`src/rtl/dev_uart_bridge.sv`:
```
`timescale 1ns/1ps
// Device-side stand-in for the tape reader/punch: bridges the 5-bit
// dev_input/dev_output 4-phase handshakes to a host over UART 8N1.
module dev_uart_bridge #(
  parameter int CLK_DIV = 868
) (
  input  logic       clk,
  input  logic       resetn,
  input  logic       uart_rx,
  output logic       uart_tx,
  input  logic       dev_input_rdy,
  output logic       dev_input_val,
  output logic [4:0] dev_input_data,
  input  logic       dev_output_rdy,
  output logic       dev_output_ack,
  input  logic [4:0] dev_output_data,
  output logic       rx_frame_err,
  output logic       rx_overrun
);

  localparam int CNT_W = $clog2(CLK_DIV);
  localparam logic [CNT_W-1:0] CNT_ONE   = CNT_W'(1);
  localparam logic [CNT_W-1:0] BIT_LAST  = CNT_W'(CLK_DIV - 1);
  localparam logic [CNT_W-1:0] HALF_LAST = CNT_W'(CLK_DIV / 2 - 1);

  typedef enum logic [1:0] {RX_IDLE, RX_START, RX_DATA, RX_STOP} rx_state_t;
  typedef enum logic [1:0] {TX_IDLE, TX_START, TX_DATA, TX_STOP} tx_state_t;
  typedef enum logic [1:0] {IN_IDLE, IN_SETUP, IN_VAL} in_state_t;
  typedef enum logic [1:0] {OUT_IDLE, OUT_SEND, OUT_ACK} out_state_t;

  logic uart_rx_meta, uart_rx_s, uart_rx_q;
  logic in_rdy_meta, dev_input_rdy_s;
  logic out_rdy_meta, dev_output_rdy_s;

  rx_state_t        rx_state;
  logic [CNT_W-1:0] rx_cnt;
  logic [2:0]       rx_idx;
  logic [7:0]       rx_shift;
  logic             buf_full;
  logic [4:0]       buf_word;

  tx_state_t        tx_state;
  logic [CNT_W-1:0] tx_cnt;
  logic [2:0]       tx_idx;
  logic [7:0]       tx_shift;
  logic             tx_done;

  in_state_t  in_state;
  out_state_t out_state;

  logic buf_free;
  logic tx_load;

  assign buf_free = (in_state == IN_VAL) && !dev_input_rdy_s;
  assign tx_load  = (out_state == OUT_IDLE) && dev_output_rdy_s;

  // NOTE: sequential state uses non-blocking assignments so every flop sees pre-edge values.
  always_ff @(posedge clk or negedge resetn) begin
    if (!resetn) begin
      uart_rx_meta     <= 1'b1;
      uart_rx_s        <= 1'b1;
      uart_rx_q        <= 1'b1;
      in_rdy_meta      <= 1'b0;
      dev_input_rdy_s  <= 1'b0;
      out_rdy_meta     <= 1'b0;
      dev_output_rdy_s <= 1'b0;
    end else begin
      uart_rx_meta     <= uart_rx;
      uart_rx_s        <= uart_rx_meta;
      uart_rx_q        <= uart_rx_s;
      in_rdy_meta      <= dev_input_rdy;
      dev_input_rdy_s  <= in_rdy_meta;
      out_rdy_meta     <= dev_output_rdy;
      dev_output_rdy_s <= out_rdy_meta;
    end
  end

  // Receiver plus the one-byte buffer it fills; the detect cycle already counts
  // as one cycle past the synchronized edge, hence rx_cnt starts at 1.
  always_ff @(posedge clk or negedge resetn) begin
    if (!resetn) begin
      rx_state     <= RX_IDLE;
      rx_cnt       <= '0;
      rx_idx       <= '0;
      rx_shift     <= '0;
      buf_full     <= 1'b0;
      buf_word     <= '0;
      rx_frame_err <= 1'b0;
      rx_overrun   <= 1'b0;
    end else begin
      rx_frame_err <= 1'b0;
      rx_overrun   <= 1'b0;
      if (buf_free) buf_full <= 1'b0;
      case (rx_state)
        RX_IDLE: begin
          if (uart_rx_q && !uart_rx_s) begin
            rx_cnt   <= CNT_ONE;
            rx_state <= RX_START;
          end
        end
        RX_START: begin
          if (rx_cnt == HALF_LAST) begin
            rx_cnt   <= '0;
            rx_idx   <= '0;
            rx_state <= uart_rx_s ? RX_IDLE : RX_DATA;
          end else begin
            rx_cnt <= rx_cnt + CNT_ONE;
          end
        end
        RX_DATA: begin
          if (rx_cnt == BIT_LAST) begin
            rx_cnt   <= '0;
            rx_shift <= {uart_rx_s, rx_shift[7:1]};
            if (rx_idx == 3'd7) rx_state <= RX_STOP;
            else                rx_idx   <= rx_idx + 3'd1;
          end else begin
            rx_cnt <= rx_cnt + CNT_ONE;
          end
        end
        RX_STOP: begin
          if (rx_cnt == BIT_LAST) begin
            rx_cnt   <= '0;
            rx_state <= RX_IDLE;
            if (!uart_rx_s) begin
              rx_frame_err <= 1'b1;
            end else if (buf_full) begin
              rx_overrun <= 1'b1;
            end else begin
              buf_word <= rx_shift[4:0];
              buf_full <= 1'b1;
            end
          end else begin
            rx_cnt <= rx_cnt + CNT_ONE;
          end
        end
        default: rx_state <= RX_IDLE;
      endcase
    end
  end

  always_ff @(posedge clk or negedge resetn) begin
    if (!resetn) begin
      in_state       <= IN_IDLE;
      dev_input_val  <= 1'b0;
      dev_input_data <= '0;
    end else begin
      case (in_state)
        IN_IDLE: begin
          if (buf_full && dev_input_rdy_s) begin
            dev_input_data <= buf_word;
            in_state       <= IN_SETUP;
          end
        end
        IN_SETUP: begin
          dev_input_val <= 1'b1;
          in_state      <= IN_VAL;
        end
        IN_VAL: begin
          if (!dev_input_rdy_s) begin
            dev_input_val <= 1'b0;
            in_state      <= IN_IDLE;
          end
        end
        default: begin
          dev_input_val <= 1'b0;
          in_state      <= IN_IDLE;
        end
      endcase
    end
  end

  // Transmitter loads on the same edge the output handshake captures the word,
  // so the start bit appears without an extra cycle of latency.
  always_ff @(posedge clk or negedge resetn) begin
    if (!resetn) begin
      tx_state <= TX_IDLE;
      uart_tx  <= 1'b1;
      tx_cnt   <= '0;
      tx_idx   <= '0;
      tx_shift <= '0;
      tx_done  <= 1'b0;
    end else begin
      tx_done <= 1'b0;
      case (tx_state)
        TX_IDLE: begin
          if (tx_load) begin
            tx_shift <= {3'b000, dev_output_data};
            uart_tx  <= 1'b0;
            tx_cnt   <= '0;
            tx_state <= TX_START;
          end
        end
        TX_START: begin
          if (tx_cnt == BIT_LAST) begin
            uart_tx  <= tx_shift[0];
            tx_shift <= {1'b0, tx_shift[7:1]};
            tx_cnt   <= '0;
            tx_idx   <= '0;
            tx_state <= TX_DATA;
          end else begin
            tx_cnt <= tx_cnt + CNT_ONE;
          end
        end
        TX_DATA: begin
          if (tx_cnt == BIT_LAST) begin
            tx_cnt <= '0;
            if (tx_idx == 3'd7) begin
              uart_tx  <= 1'b1;
              tx_state <= TX_STOP;
            end else begin
              uart_tx  <= tx_shift[0];
              tx_shift <= {1'b0, tx_shift[7:1]};
              tx_idx   <= tx_idx + 3'd1;
            end
          end else begin
            tx_cnt <= tx_cnt + CNT_ONE;
          end
        end
        TX_STOP: begin
          if (tx_cnt == BIT_LAST) begin
            tx_cnt   <= '0;
            tx_done  <= 1'b1;
            tx_state <= TX_IDLE;
          end else begin
            tx_cnt <= tx_cnt + CNT_ONE;
          end
        end
        default: tx_state <= TX_IDLE;
      endcase
    end
  end

  always_ff @(posedge clk or negedge resetn) begin
    if (!resetn) begin
      out_state      <= OUT_IDLE;
      dev_output_ack <= 1'b0;
    end else begin
      case (out_state)
        OUT_IDLE: if (tx_load) out_state <= OUT_SEND;
        OUT_SEND: begin
          if (tx_done) begin
            dev_output_ack <= 1'b1;
            out_state      <= OUT_ACK;
          end
        end
        OUT_ACK: begin
          if (!dev_output_rdy_s) begin
            dev_output_ack <= 1'b0;
            out_state      <= OUT_IDLE;
          end
        end
        default: begin
          dev_output_ack <= 1'b0;
          out_state      <= OUT_IDLE;
        end
      endcase
    end
  end

endmodule
```
`config.mk`:
```
export PLATFORM = sky130hd
export DESIGN_NAME = dev_uart_bridge
export DESIGN_NICKNAME = d
export VERILOG_FILES = /design/src/rtl/dev_uart_bridge.sv
export SDC_FILE = /design/constraint.sdc
export NUM_CORES = 1
export LEC_CHECK = 0
export ABC_AREA = 1
export BUFFER_PORTS_ARGS = -buffer_cell sky130_fd_sc_hd__buf_4
export CAP_MARGIN = 15
export CORE_MARGIN = 10
export CORE_UTILIZATION = 40
export DETAILED_ROUTE_END_ITERATION = 6
export PLACE_DENSITY = 0.67
export SETUP_SLACK_MARGIN = 0.05
export SKIP_LAST_GASP = 1
export SLEW_MARGIN = 20
export SYNTH_ARGS = -nofsm -noshare
export SYNTH_HDL_FRONTEND = slang
export SYNTH_SLANG_ARGS = --single-unit
```
`constraint.sdc`:
```
create_clock -name clk -period 1.73 [get_ports clk]
set_input_delay 0.346 -clock clk [delete_from_list [all_inputs] [get_ports clk]]
set_output_delay 0.346 -clock clk [all_outputs]
set_load 0.02 [all_outputs]
```
==> metrics.txt <==
status=finished, final reports clean; Top Ports=20; Via density=approximately 4.8; EDFF count, synth=0; CP max-delay cell=dfrtp_1; DP HPWL=between 4000 and 5000 um; Seq/Total Area, Yosys=a little over half; setup bufs post-CTS=0; core area=8260 um2; Antenna Cells=0; RSZ-0062 raised after global routing=true; library cells used by synthesis=33; vias post-DR=2572; Critical Path, Cell by Cell=inv_1 -> ha_1 -> or2_2 -> nand2_2 -> nand3_4 -> nand2_1 -> o21ai_1; clk root buf=clkbuf_8; Core Rows=33; initial antenna violation count=0; post-layout min period=about 1600 ps; Final period util=90.7%; post-synthesis area per instance=8.68 um2; Ys Warns=0; Fill cells=just under 800; Longest Clk Path Bufs=2; Area contributors post-synth=dfrtp_1, nand2_1, inv_1, ha_1, nor2_1; Slew HR=between 70% and 80%; # Max-Cap Violations=0; Setup crit start kind=register; Leakage Power=a little under 2 nW; clock sinks=between 70 and 80; DIE WIDTH=~110 um; area of the multi-input gates=roughly 1400 um2; CTS tree=done; Antenna Nets Post-Route=0; Reg clk slew, reported paths=~90 ps; DR WL/cell=11.2 um; GRT Util Overall=under 10%; DRC Markers=0; CP required=1970 ps; # H-tree levels=3; Worst VDD drop=between 0.5 and 0.6 mV; HP Class=primary input to register; Cell Area, Synth=roughly 3400 um2; synth cell count leaders=nand2_1, dfrtp_1, inv_1, nor2_1, nand3_1; largest net degree at the start of global routing=30; Synth Instances=approximately 400; die area=between 10000 and 15000 um2; Yosys top cell area share=49.4%; fin nets=~450; number of global-route vias before repair=around 2400; crit path capture type=register; Syn-to-layout area delta=18.1%; DIE HEIGHT=about 110 um; Worst Path Arrival=roughly 1800 ps; Starting Density=41.1%; cell taking the most area after synthesis=dfrtp_1; total CTS buffers=9; Max Slew Vio Count=0; CP max stage delay=roughly 400 ps; slew of the pin with the lowest slew margin=about 390 ps; grt total ovfl=0; most common cell in the netlist=nand2_1; worst hold slack=approximately 86 ps; FF+latch count, synth=71; setup_tns=0 ps; Final Setup Violations=0; Setup CP Type=register to register; worst skew pair latency=360 ps; count of final hold-check violations=0; final WL=6020 um; placer congestion estimate=0.877; asr flop ratio synth=100%; Fmax=0.638 GHz; PD cells=around 1400 nW/um2; drt first pass iters=5; Setup Skew=about 9.4 ps; critical path fanouts, max=10; Post-Synthesis Net Count=just over 400; ys flop type=dfrtp_1; FF/Latch Area=~1800 um2; DRT iter0 DRCs=156; I/O Buffers=19; share of cells above drive strength 1=around 19%; first-pass GRT wire length=approximately 10000 um
-- per-layer routing --
| metal | global-route usage (%) | vias to the layer above | part of all wire (%) |
|---|---|---|---|
| met3 | 2.88 | 10 | 4.0 |
| met2 | 15.2 | 36 | 45 |
| li1 | - | 1330 | - |
| met1 | 11.8 | 1196 | 49 |
| met4 | 5.25 | 0 | 1.9 |
| met5 | 0 | - | 0 |
-- metrics by stage --
stage	worst slack, ps	instance area, um2	instances	total power [mW]	util [%]
finish	162	4010	537	5.46	48.5
global route	32.6	4010	537	5.85	48.5
CTS	115	3980	537	5.47	48.2
detailed placement	126	3720	520	3.79	45.1
global placement	154	3720	520	3.74	45.1
floorplan	210	3390	391	3.31	-
-- sequential cells by signal, indices dropped and copies added, names as in the netlist, 2 cells and up, named ones only --
| register | count |
|---|---|
| tx_cnt | 10 |
| buf_word | 5 |
| out_state | 2 |
| rx_idx | 3 |
| tx_idx | 3 |
| rx_cnt | 10 |
| dev_input_data | 5 |
| in_state | 2 |
| tx_shift | 5 |
| tx_state | 2 |
| rx_shift | 8 |
-- repair_timing --
| action | in CTS | in global routing |
|---|---|---|
| gates resized for setup | 0 | 7 |
| endpoints found under the setup margin | 0 | 29 |
| hold buffers | 1 | 0 |
| endpoints found under the hold margin | 24 | 0 |
-- cell families after synthesis --
| logic type | share of synthesized area (%) |
|---|---|
| adder cells (fa/ha/maj) | 4.42 |
| AO/OA/AOI/OAI | 8.85 |
| AND/OR/NAND/NOR | 26.1 |
| buffers and inverters | 6.16 |
| multiplexers | 1.18 |
| XOR/XNOR | 0.774 |
| flip-flops | 52.5 |
-- worst max-delay path, delay by kind of cell (launching register included) --
family	cells	cell delay, ps
buffers and inverters	1	90
AO/OA/AOI/OAI	1	60
AND/OR/NAND/NOR	4	680
flip-flops	1	400
adder cells (fa/ha/maj)	1	210
-- placed cells by master, fill, tap and decap left out, drive strengths merged --
cell type / Yosys / routed
dfrtp: 67 / 67
nand4: 3 / 3
bufinv: 0 / 3
nor3: 9 / 9
nand3b: 1 / 1
a21oi: 15 / 15
xnor2: 1 / 1
nor4: 1 / 1
inv: 49 / 52
nand2: 106 / 106
o22ai: 2 / 2
nor2: 41 / 41
nand3: 30 / 30
nor3b: 1 / 1
mux2i: 4 / 4
xor2: 2 / 2
clkinvlp: 0 / 1
dfstp: 4 / 4
ha: 12 / 12
clkbuf: 1 / 9
dlygate4sd3: 0 / 1
o21ai: 38 / 38
buf: 3 / 28
or2: 1 / 1
-- area by class of cell --
class	instances	share of cell area, %
flip-flops and latches	71	44.4
inverters	49	4.59
multi-input cells	267	35.6
repair buffers	29	5.81
clock inverters	7	3.15
clock buffers	9	3.09
well taps	105	3.28
-- final timing paths --
| kind | to | slack, ps | depth (start not counted) | startpoint |
|---|---|---|---|---|
| worst max-delay path | tx_shift[4] | 160 | 7 | tx_state[0] |
| worst min-delay path | uart_rx_meta | 90 | 1 | uart_rx |
| worst max register to register | tx_shift[4] | 160 | 7 | tx_state[0] |
| worst min register to register | dev_output_rdy_s | 350 | 0 | out_rdy_meta |
| max in group asynchronous | uart_rx_q | 710 | 3 | resetn |
| min in group asynchronous | rx_cnt[3] | 450 | 2 | resetn |
-- power breakdown --
part	switching (mW)	internal, mW
sequential	0.196	1.89
combinational	1.07	0.646
clock	0.682	0.977
(Power assumes the default switching activity.)
